$ cat config.mk
export PLATFORM = sky130hd
export DESIGN_NAME = ula_muldiv_seq_flat
export DESIGN_NICKNAME = d
export VERILOG_FILES = /design/src/rtl/ula_muldiv_seq_if.sv /design/src/rtl/ula_muldiv_seq.sv /design/src/flat_wrapper.sv
export SDC_FILE = /design/constraint.sdc
export NUM_CORES = 1
export LEC_CHECK = 0
export CORE_ASPECT_RATIO = 2
export CORE_MARGIN = 5
export CORE_UTILIZATION = 53
export CTS_CLUSTER_DIAMETER = 200
export DETAILED_ROUTE_END_ITERATION = 7
export GPL_TIMING_DRIVEN = 1
export PLACE_DENSITY = 0.74
export SETUP_SLACK_MARGIN = 0.3
export SLEW_MARGIN = 25
export SYNTH_ARGS = -nofsm -noshare
export SYNTH_HDL_FRONTEND = slang
export SYNTH_SLANG_ARGS = --single-unit
$ cat constraint.sdc
create_clock -name clk -period 4 [get_ports clk]
set_input_delay 0.6 -clock clk [delete_from_list [all_inputs] [get_ports clk]]
set_output_delay 0.6 -clock clk [all_outputs]
set_load 0.005 [all_outputs]
$ cat src/rtl/ula_muldiv_seq_if.sv
// Request/result bundle for the sequential multiply/divide unit.
// Latency: n/a (signal grouping only).
// Backpressure: stall from the unit; requests outside IDLE/DONE are dropped.
// Ports: start/controle/op_a/op_b (request), stall/done/erro/res_lo/res_hi (response).
interface ula_muldiv_seq_if #(
  parameter int WIDTH = 32
);
  logic             start;
  logic [4:0]       controle;
  logic [WIDTH-1:0] op_a;
  logic [WIDTH-1:0] op_b;
  logic             stall;
  logic             done;
  logic             erro;
  logic [WIDTH-1:0] res_lo;
  logic [WIDTH-1:0] res_hi;

  modport master (
    output start, controle, op_a, op_b,
    input  stall, done, erro, res_lo, res_hi
  );

  modport slave (
    input  start, controle, op_a, op_b,
    output stall, done, erro, res_lo, res_hi
  );
endinterface

$ cat src/rtl/ula_muldiv_seq.sv
// Sequential unsigned multiply (shift-add) / divide (restoring), one bit per cycle.
// Latency: done WIDTH+1 cycles after accept; 1 cycle for divide-by-zero.
// Backpressure: stall is high while accepting or running; start during RUN is ignored.
// Ports: clk, rst (sync, active-high); bus = slave side of ula_muldiv_seq_if
//   (start/controle/op_a/op_b in; stall/done/erro/res_lo/res_hi out).
module ula_muldiv_seq #(
  parameter int WIDTH = 32
) (
  input  logic              clk,
  input  logic              rst,
  ula_muldiv_seq_if.slave   bus
);
  localparam int CW = (WIDTH > 1) ? $clog2(WIDTH) : 1;

  typedef enum logic [1:0] {IDLE, RUN, DONE} state_t;

  state_t           state, state_nxt;
  logic [CW-1:0]    cnt;
  logic             is_div;
  logic [WIDTH-1:0] opnd;     // multiplicand (mult) or divisor (div)
  logic [WIDTH-1:0] acc_hi;   // partial product high / partial remainder
  logic [WIDTH-1:0] acc_lo;   // multiplier bits / dividend bits -> quotient
  logic [WIDTH-1:0] nxt_hi, nxt_lo;
  logic [WIDTH-1:0] res_lo_q, res_hi_q;
  logic             erro_q;

  logic code_ok, can_take, accept, div_zero, last_iter;

  assign code_ok   = (bus.controle == 5'd2) || (bus.controle == 5'd3);
  assign can_take  = (state == IDLE) || (state == DONE);
  assign accept    = !rst && bus.start && code_ok && can_take;
  assign div_zero  = (bus.controle == 5'd3) && (bus.op_b == '0);
  assign last_iter = (cnt == CW'(WIDTH - 1));

  assign bus.stall  = !rst && ((state == RUN) || accept);
  assign bus.done   = (state == DONE);
  assign bus.erro   = erro_q;
  assign bus.res_lo = res_lo_q;
  assign bus.res_hi = res_hi_q;

  // One iteration of either algorithm.
  logic [WIDTH:0]   sum;
  logic [WIDTH:0]   rem_sh;
  logic [WIDTH-1:0] diff;
  logic             ge;

  always_comb begin
    sum    = {1'b0, acc_hi} + (acc_lo[0] ? {1'b0, opnd} : '0);
    rem_sh = {acc_hi, acc_lo[WIDTH-1]};
    ge     = (rem_sh >= {1'b0, opnd});
    // When ge holds the true difference is below opnd, so WIDTH bits suffice.
    diff   = rem_sh[WIDTH-1:0] - opnd;
    if (is_div) begin
      nxt_hi = ge ? diff : rem_sh[WIDTH-1:0];
      nxt_lo = {acc_lo[WIDTH-2:0], ge};
    end else begin
      // Carry of the add shifts into the high word; its LSB into the low word.
      nxt_hi = sum[WIDTH:1];
      nxt_lo = {sum[0], acc_lo[WIDTH-1:1]};
    end
  end

  always_ff @(posedge clk) begin
    if (rst) state <= IDLE;
    else     state <= state_nxt;
  end

  always_comb begin
    state_nxt = state;
    case (state)
      IDLE, DONE: begin
        if (accept) state_nxt = div_zero ? DONE : RUN;
        else        state_nxt = IDLE;
      end
      RUN:     if (last_iter) state_nxt = DONE;
      default: state_nxt = IDLE;
    endcase
  end

  always_ff @(posedge clk) begin
    if (rst) begin
      cnt      <= '0;
      is_div   <= 1'b0;
      opnd     <= '0;
      acc_hi   <= '0;
      acc_lo   <= '0;
      res_lo_q <= '0;
      res_hi_q <= '0;
      erro_q   <= 1'b0;
    end else begin
      erro_q <= bus.start && !code_ok && can_take;
      if (accept) begin
        is_div <= (bus.controle == 5'd3);
        opnd   <= (bus.controle == 5'd3) ? bus.op_b : bus.op_a;
        acc_lo <= (bus.controle == 5'd3) ? bus.op_a : bus.op_b;
        acc_hi <= '0;
        cnt    <= '0;
        if (div_zero) begin
          res_lo_q <= '1;
          res_hi_q <= bus.op_a;
        end
      end else if (state == RUN) begin
        acc_hi <= nxt_hi;
        acc_lo <= nxt_lo;
        cnt    <= cnt + CW'(1);
        // Results are published only when the last iteration completes.
        if (last_iter) begin
          res_lo_q <= nxt_lo;
          res_hi_q <= nxt_hi;
        end
      end
    end
  end
endmodule

$ cat src/flat_wrapper.sv
// flat-port wrapper written by rule: the top's interface ports become plain ports
module ula_muldiv_seq_flat 
#(
  parameter int WIDTH = 32
)
  (clk, rst, bus_start, bus_controle, bus_op_a, bus_op_b, bus_stall, bus_done, bus_erro, bus_res_lo, bus_res_hi);
  ula_muldiv_seq_if #(.WIDTH(WIDTH)) bus_i ();
  input  logic clk;
  input  logic rst;
  input wire logic [$bits(bus_i.start)-1:0] bus_start;
  input wire logic [$bits(bus_i.controle)-1:0] bus_controle;
  input wire logic [$bits(bus_i.op_a)-1:0] bus_op_a;
  input wire logic [$bits(bus_i.op_b)-1:0] bus_op_b;
  output wire logic [$bits(bus_i.stall)-1:0] bus_stall;
  output wire logic [$bits(bus_i.done)-1:0] bus_done;
  output wire logic [$bits(bus_i.erro)-1:0] bus_erro;
  output wire logic [$bits(bus_i.res_lo)-1:0] bus_res_lo;
  output wire logic [$bits(bus_i.res_hi)-1:0] bus_res_hi;
  assign bus_i.start = bus_start;
  assign bus_i.controle = bus_controle;
  assign bus_i.op_a = bus_op_a;
  assign bus_i.op_b = bus_op_b;
  assign bus_stall = bus_i.stall;
  assign bus_done = bus_i.done;
  assign bus_erro = bus_i.erro;
  assign bus_res_lo = bus_i.res_lo;
  assign bus_res_hi = bus_i.res_hi;
  ula_muldiv_seq #(.WIDTH(WIDTH)) u_core (.clk(clk), .rst(rst), .bus(bus_i));
endmodule
==> results.txt <==
----------------------------------------------------
[Pwr]
  Cell Int Power ... 2970 uW
  Combinational power share ... 0.193
  P_sw ... between 1000 and 1500 uW
  Fraction of power consumed by sequential logic ... 0.408
  Clock share of power ... 0.399
  Max VDD drop ... 0.000356 V
  Lkg Pwr ... around 0.0057 uW
  Switching power as a share of total power ... 0.293
  Total power divided by cell area ... 287 mW/mm^2

[Drt]
  Uppermost routed layer ... met4
  1st-iter DRT viols ... 919
  Final antenna-violating net count ... 0
  Routed met2 length ... 22400 microns
  Final wirelength ... between 40000 and 50000 microns
  Met3 Wirelength ... 2770 microns
  Iteration count of the initial detailed-routing pass ... 5
  DRC viols ... 0
  Met1 Routed Length ... ~17000 microns
  Via Count ... between 10000 and 15000
  Via density per instance ... 6.33
  Per-cell routed wire length ... 22.6 microns

[Place]
  Total instance count after detailed placement ... 1975
  Dpl cell area ... between 0.01 and 0.015 sq mm
  Detail Placement HPWL ... approximately 35000 microns
  Port Buf Inserts ... 138
  Worst Setup Slack post-DPL ... about 0.3 ns
  Routability congestion estimate from global placement ... about 1.0

[Die]
  Area of the core region ... approximately 0.023 sq mm
  Die Outline Area ... 0.0260 sq mm
  Die Span X ... approximately 120 microns
  Starting Density ... 0.534
  Placement row count ... 78
  Die height ... 223 microns
  I/O pin count ... between 100 and 150

[Timing]
  Final Hold Vio Count ... 0
  Slew Limit Fails ... 0
  Final worst-path setup slack ... 0.385 ns
  Transition at the pin with the smallest max-transition slack ... 0.820 ns
  Worst clock skew ... 0.0118 ns
  Period utilization ... 0.904
  Fmax ... 0.277 GHz
  RSZ-0062 raised after global routing ... true
  Final critical-path required period ... around 3.6 ns
  Max-slew headroom at the worst pin ... 0.451
  Number of setup violations in the final report ... 0
  Final-layout setup total negative slack ... 0 ns

[Cells and area]
  Commonest cells after routing, fill and taps aside ... sky130_fd_sc_hd__nand2_1 (203), sky130_fd_sc_hd__dfxtp_1 (168), sky130_fd_sc_hd__nor2_1 (149)
  Share of post-route cells with drive strength above 1 ... 0.0902
  Net total in the final layout ... approximately 1900
  Sequential Area ... 0.00339 sq mm
  Fill cell count ... 2063
  Multi-input combinational cell area ... 0.00799 sq mm
  P&R area growth vs syn ... 21.4%
  Diodes inserted ... 0
  Most frequent standard cell in the layout excluding fill and tap cells ... sky130_fd_sc_hd__nand2_1
  Number of standard cells in the layout, taps in and fillers out ... 2010
  Post-Layout Inst Area ... 0.0146 sq mm

[Yosys]
  Flip-flop cell with the highest count after synthesis ... sky130_fd_sc_hd__dfxtp_1
  Number of warnings printed during yosys synthesis ... 0
  Fraction of registers with async set/reset ... 0
  Biggest area consumer among synthesized cells ... sky130_fd_sc_hd__dfxtp_1
  Post-synthesis area per instance ... 7.55 sq um
  Syn Inst Count ... 1593
  Number of flops mapped to enable cells by yosys ... 0
  Post-Synthesis Cell Area ... 0.0120 sq mm
  Post-synthesis sequential element count ... 169
  Post-Syn Nets ... 1733
  Number of distinct library cell variants in the gate-level netlist after synthesis ... 73
  Part of the Yosys area used for sequential elements ... 0.281
  Fraction of post-synthesis cell area in the top cell type by area ... 0.281
  Dominant cells by area after synthesis ... sky130_fd_sc_hd__dfxtp_1 (28%), sky130_fd_sc_hd__ha_1 (6.9%), sky130_fd_sc_hd__mux2i_1 (6.7%)

[Clock tree]
  Total CTS buffers ... 17
  H-Tree Level Count ... 4
  Root cell of the clock tree ... sky130_fd_sc_hd__clkbuf_16
  Clock Latency Late Sink ... 0.45 ns
  Clock tree from TritonCTS ... yes
  Bufs on Longest Clock Path ... 2
  Sinks on Clock Net ... 169
  CTS Hold Buffers Added ... 0
  Clock-pin transition on the worst setup and hold timing paths ... 0.07 ns

[Min path]
  Worst min-delay path category ... flop to flop

[Setup path]
  Data arrival time at the worst-slack endpoint ... 4.01 ns
  Critical Path Source Type ... flop
  Critical path fanouts, max ... 7
  Start-to-end type of the worst setup path ... flop to flop
  CP required ... ~4.4 ns
  Kind of end point of the critical path ... flop

[Global routing]
  Wire length of the first global-routing pass ... 69500 microns
  GRT overflow ... 0
  Via count of the first global-routing pass ... 12373
  Number of antenna violations at the first check in global routing ... 0
  Global-route usage over all layers ... 0.348
  Pin count of the biggest net entering global routing ... 97

[Flow run]
  Number of maximum-capacitance violations ... 0

[Status]
  Status ... complete, no violations

----------------------------------------------------
==> cells in the mapped netlist (5+ instances only) <==
cell type / count
sky130_fd_sc_hd__buf_1: 13
sky130_fd_sc_hd__nand4_1: 17
sky130_fd_sc_hd__o31ai_1: 5
sky130_fd_sc_hd__ha_1: 66
sky130_fd_sc_hd__a21oi_1: 137
sky130_fd_sc_hd__nor2b_1: 11
sky130_fd_sc_hd__o21a_1: 8
sky130_fd_sc_hd__nor4_1: 15
sky130_fd_sc_hd__a21o_1: 23
sky130_fd_sc_hd__nand2_1: 204
sky130_fd_sc_hd__buf_2: 7
sky130_fd_sc_hd__inv_1: 80
sky130_fd_sc_hd__dfxtp_1: 169
sky130_fd_sc_hd__nor3_1: 11
sky130_fd_sc_hd__a31oi_1: 11
sky130_fd_sc_hd__nand2b_1: 5
sky130_fd_sc_hd__o22ai_1: 34
sky130_fd_sc_hd__nor2_1: 150
sky130_fd_sc_hd__o211a_1: 7
sky130_fd_sc_hd__o211ai_1: 50
sky130_fd_sc_hd__or2_2: 8
sky130_fd_sc_hd__or3_1: 9
sky130_fd_sc_hd__and3_1: 11
sky130_fd_sc_hd__nand3_1: 24
sky130_fd_sc_hd__o21bai_1: 11
sky130_fd_sc_hd__mux2i_1: 81
sky130_fd_sc_hd__a211oi_1: 91
sky130_fd_sc_hd__xor2_1: 28
sky130_fd_sc_hd__and2_1: 41
sky130_fd_sc_hd__o21ai_0: 68
sky130_fd_sc_hd__clkbuf_1: 89
sky130_fd_sc_hd__xnor2_1: 27
==> area by class of cell <==
cell class | count | area share
multi-input combinational | 1231 | 0.547
clock buffer | 20 | 0.0320
clock inverter | 12 | 0.00771
inverter | 80 | 0.0206
timing repair buffer | 218 | 0.137
sequential | 169 | 0.232
tap | 280 | 0.0240
==> cell families after synthesis <==
family,after synthesis,share of synthesized area
flip-flops,169,0.281
multiplexers,86,0.0721
AO/OA/AOI/OAI,499,0.274
adder cells (fa/ha/maj),68,0.0720
buffers and inverters,193,0.0628
XOR/XNOR,55,0.0400
AND/OR/NAND/NOR,523,0.198
==> registers in the layout, indices dropped and copies added, names as in the netlist <==
signal             cells
u_core.state           2
u_core.acc_hi         32
u_core.bus.res_lo     32
u_core.bus.res_hi     32
u_core.bus.erro        1
u_core.cnt             5
u_core.acc_lo         32
u_core.opnd           32
u_core.is_div          1
==> power groups by stage <==
stage	combinational, uW	clock [uW]	sequential (uW)
after floorplan	478	0	1740
after global placement	774	0	1750
after detailed placement	774	0	1750
after CTS	782	1680	1710
after global routing	863	1750	1710
final	809	1670	1710
==> through the flow <==
stage | hold WS [ns] | utilization | total power [uW]
after floorplan | 0.441 | - | 2220
after global routing | 0.485 | 0.648 | 4320
after detailed placement | 0.455 | 0.618 | 2520
after CTS | 0.464 | 0.644 | 4180
final | 0.468 | 0.648 | 4200
after global placement | 0.446 | 0.618 | 2520
==> path summary, 6_finish.rpt <==
path | startpoint | end | slack [ns] | cells past startpoint
worst max-delay path | u_core.opnd[7] | u_core.bus.res_hi[14] | 0.39 | 13
worst min-delay path | u_core.cnt[4] | u_core.cnt[4] | 0.47 | 2
worst max register to register | u_core.opnd[7] | u_core.bus.res_hi[14] | 0.39 | 13
worst min register to register | u_core.cnt[4] | u_core.cnt[4] | 0.47 | 2
==> per-layer routing <==
metal,vias up,global-route usage
met5,-,0
met4,0,0.224
met3,136,0.0505
met2,546,0.585
met1,6023,0.403
li1,6009,-
==> worst max-delay path: stages, from the launching register on <==
cell	delay, ns
sky130_fd_sc_hd__dfxtp_1	0.36
sky130_fd_sc_hd__inv_1	0.07
sky130_fd_sc_hd__ha_2	0.40
sky130_fd_sc_hd__nand2_1	0.13
sky130_fd_sc_hd__nor3_4	0.26
sky130_fd_sc_hd__o311ai_1	0.20
sky130_fd_sc_hd__a2111o_1	0.49
sky130_fd_sc_hd__and4b_4	0.23
sky130_fd_sc_hd__or2_1	0.24
sky130_fd_sc_hd__buf_4	0.17
sky130_fd_sc_hd__o211ai_1	0.25
sky130_fd_sc_hd__o21ai_1	0.18
sky130_fd_sc_hd__a2111oi_0	0.43
sky130_fd_sc_hd__a31o_1	0.14
==> repair_timing <==
| action | 4_1_cts | 5_1_grt |
|---|---|---|
| resized for setup | 2 | 16 |
| setup endpoints to repair | 3 | 20 |
| endpoints found under the hold margin | 0 | 0 |
| pin swaps | 0 | 2 |
| buffers inserted | 0 | 3 |
Note: power is estimated with default switching activity, not from simulation.
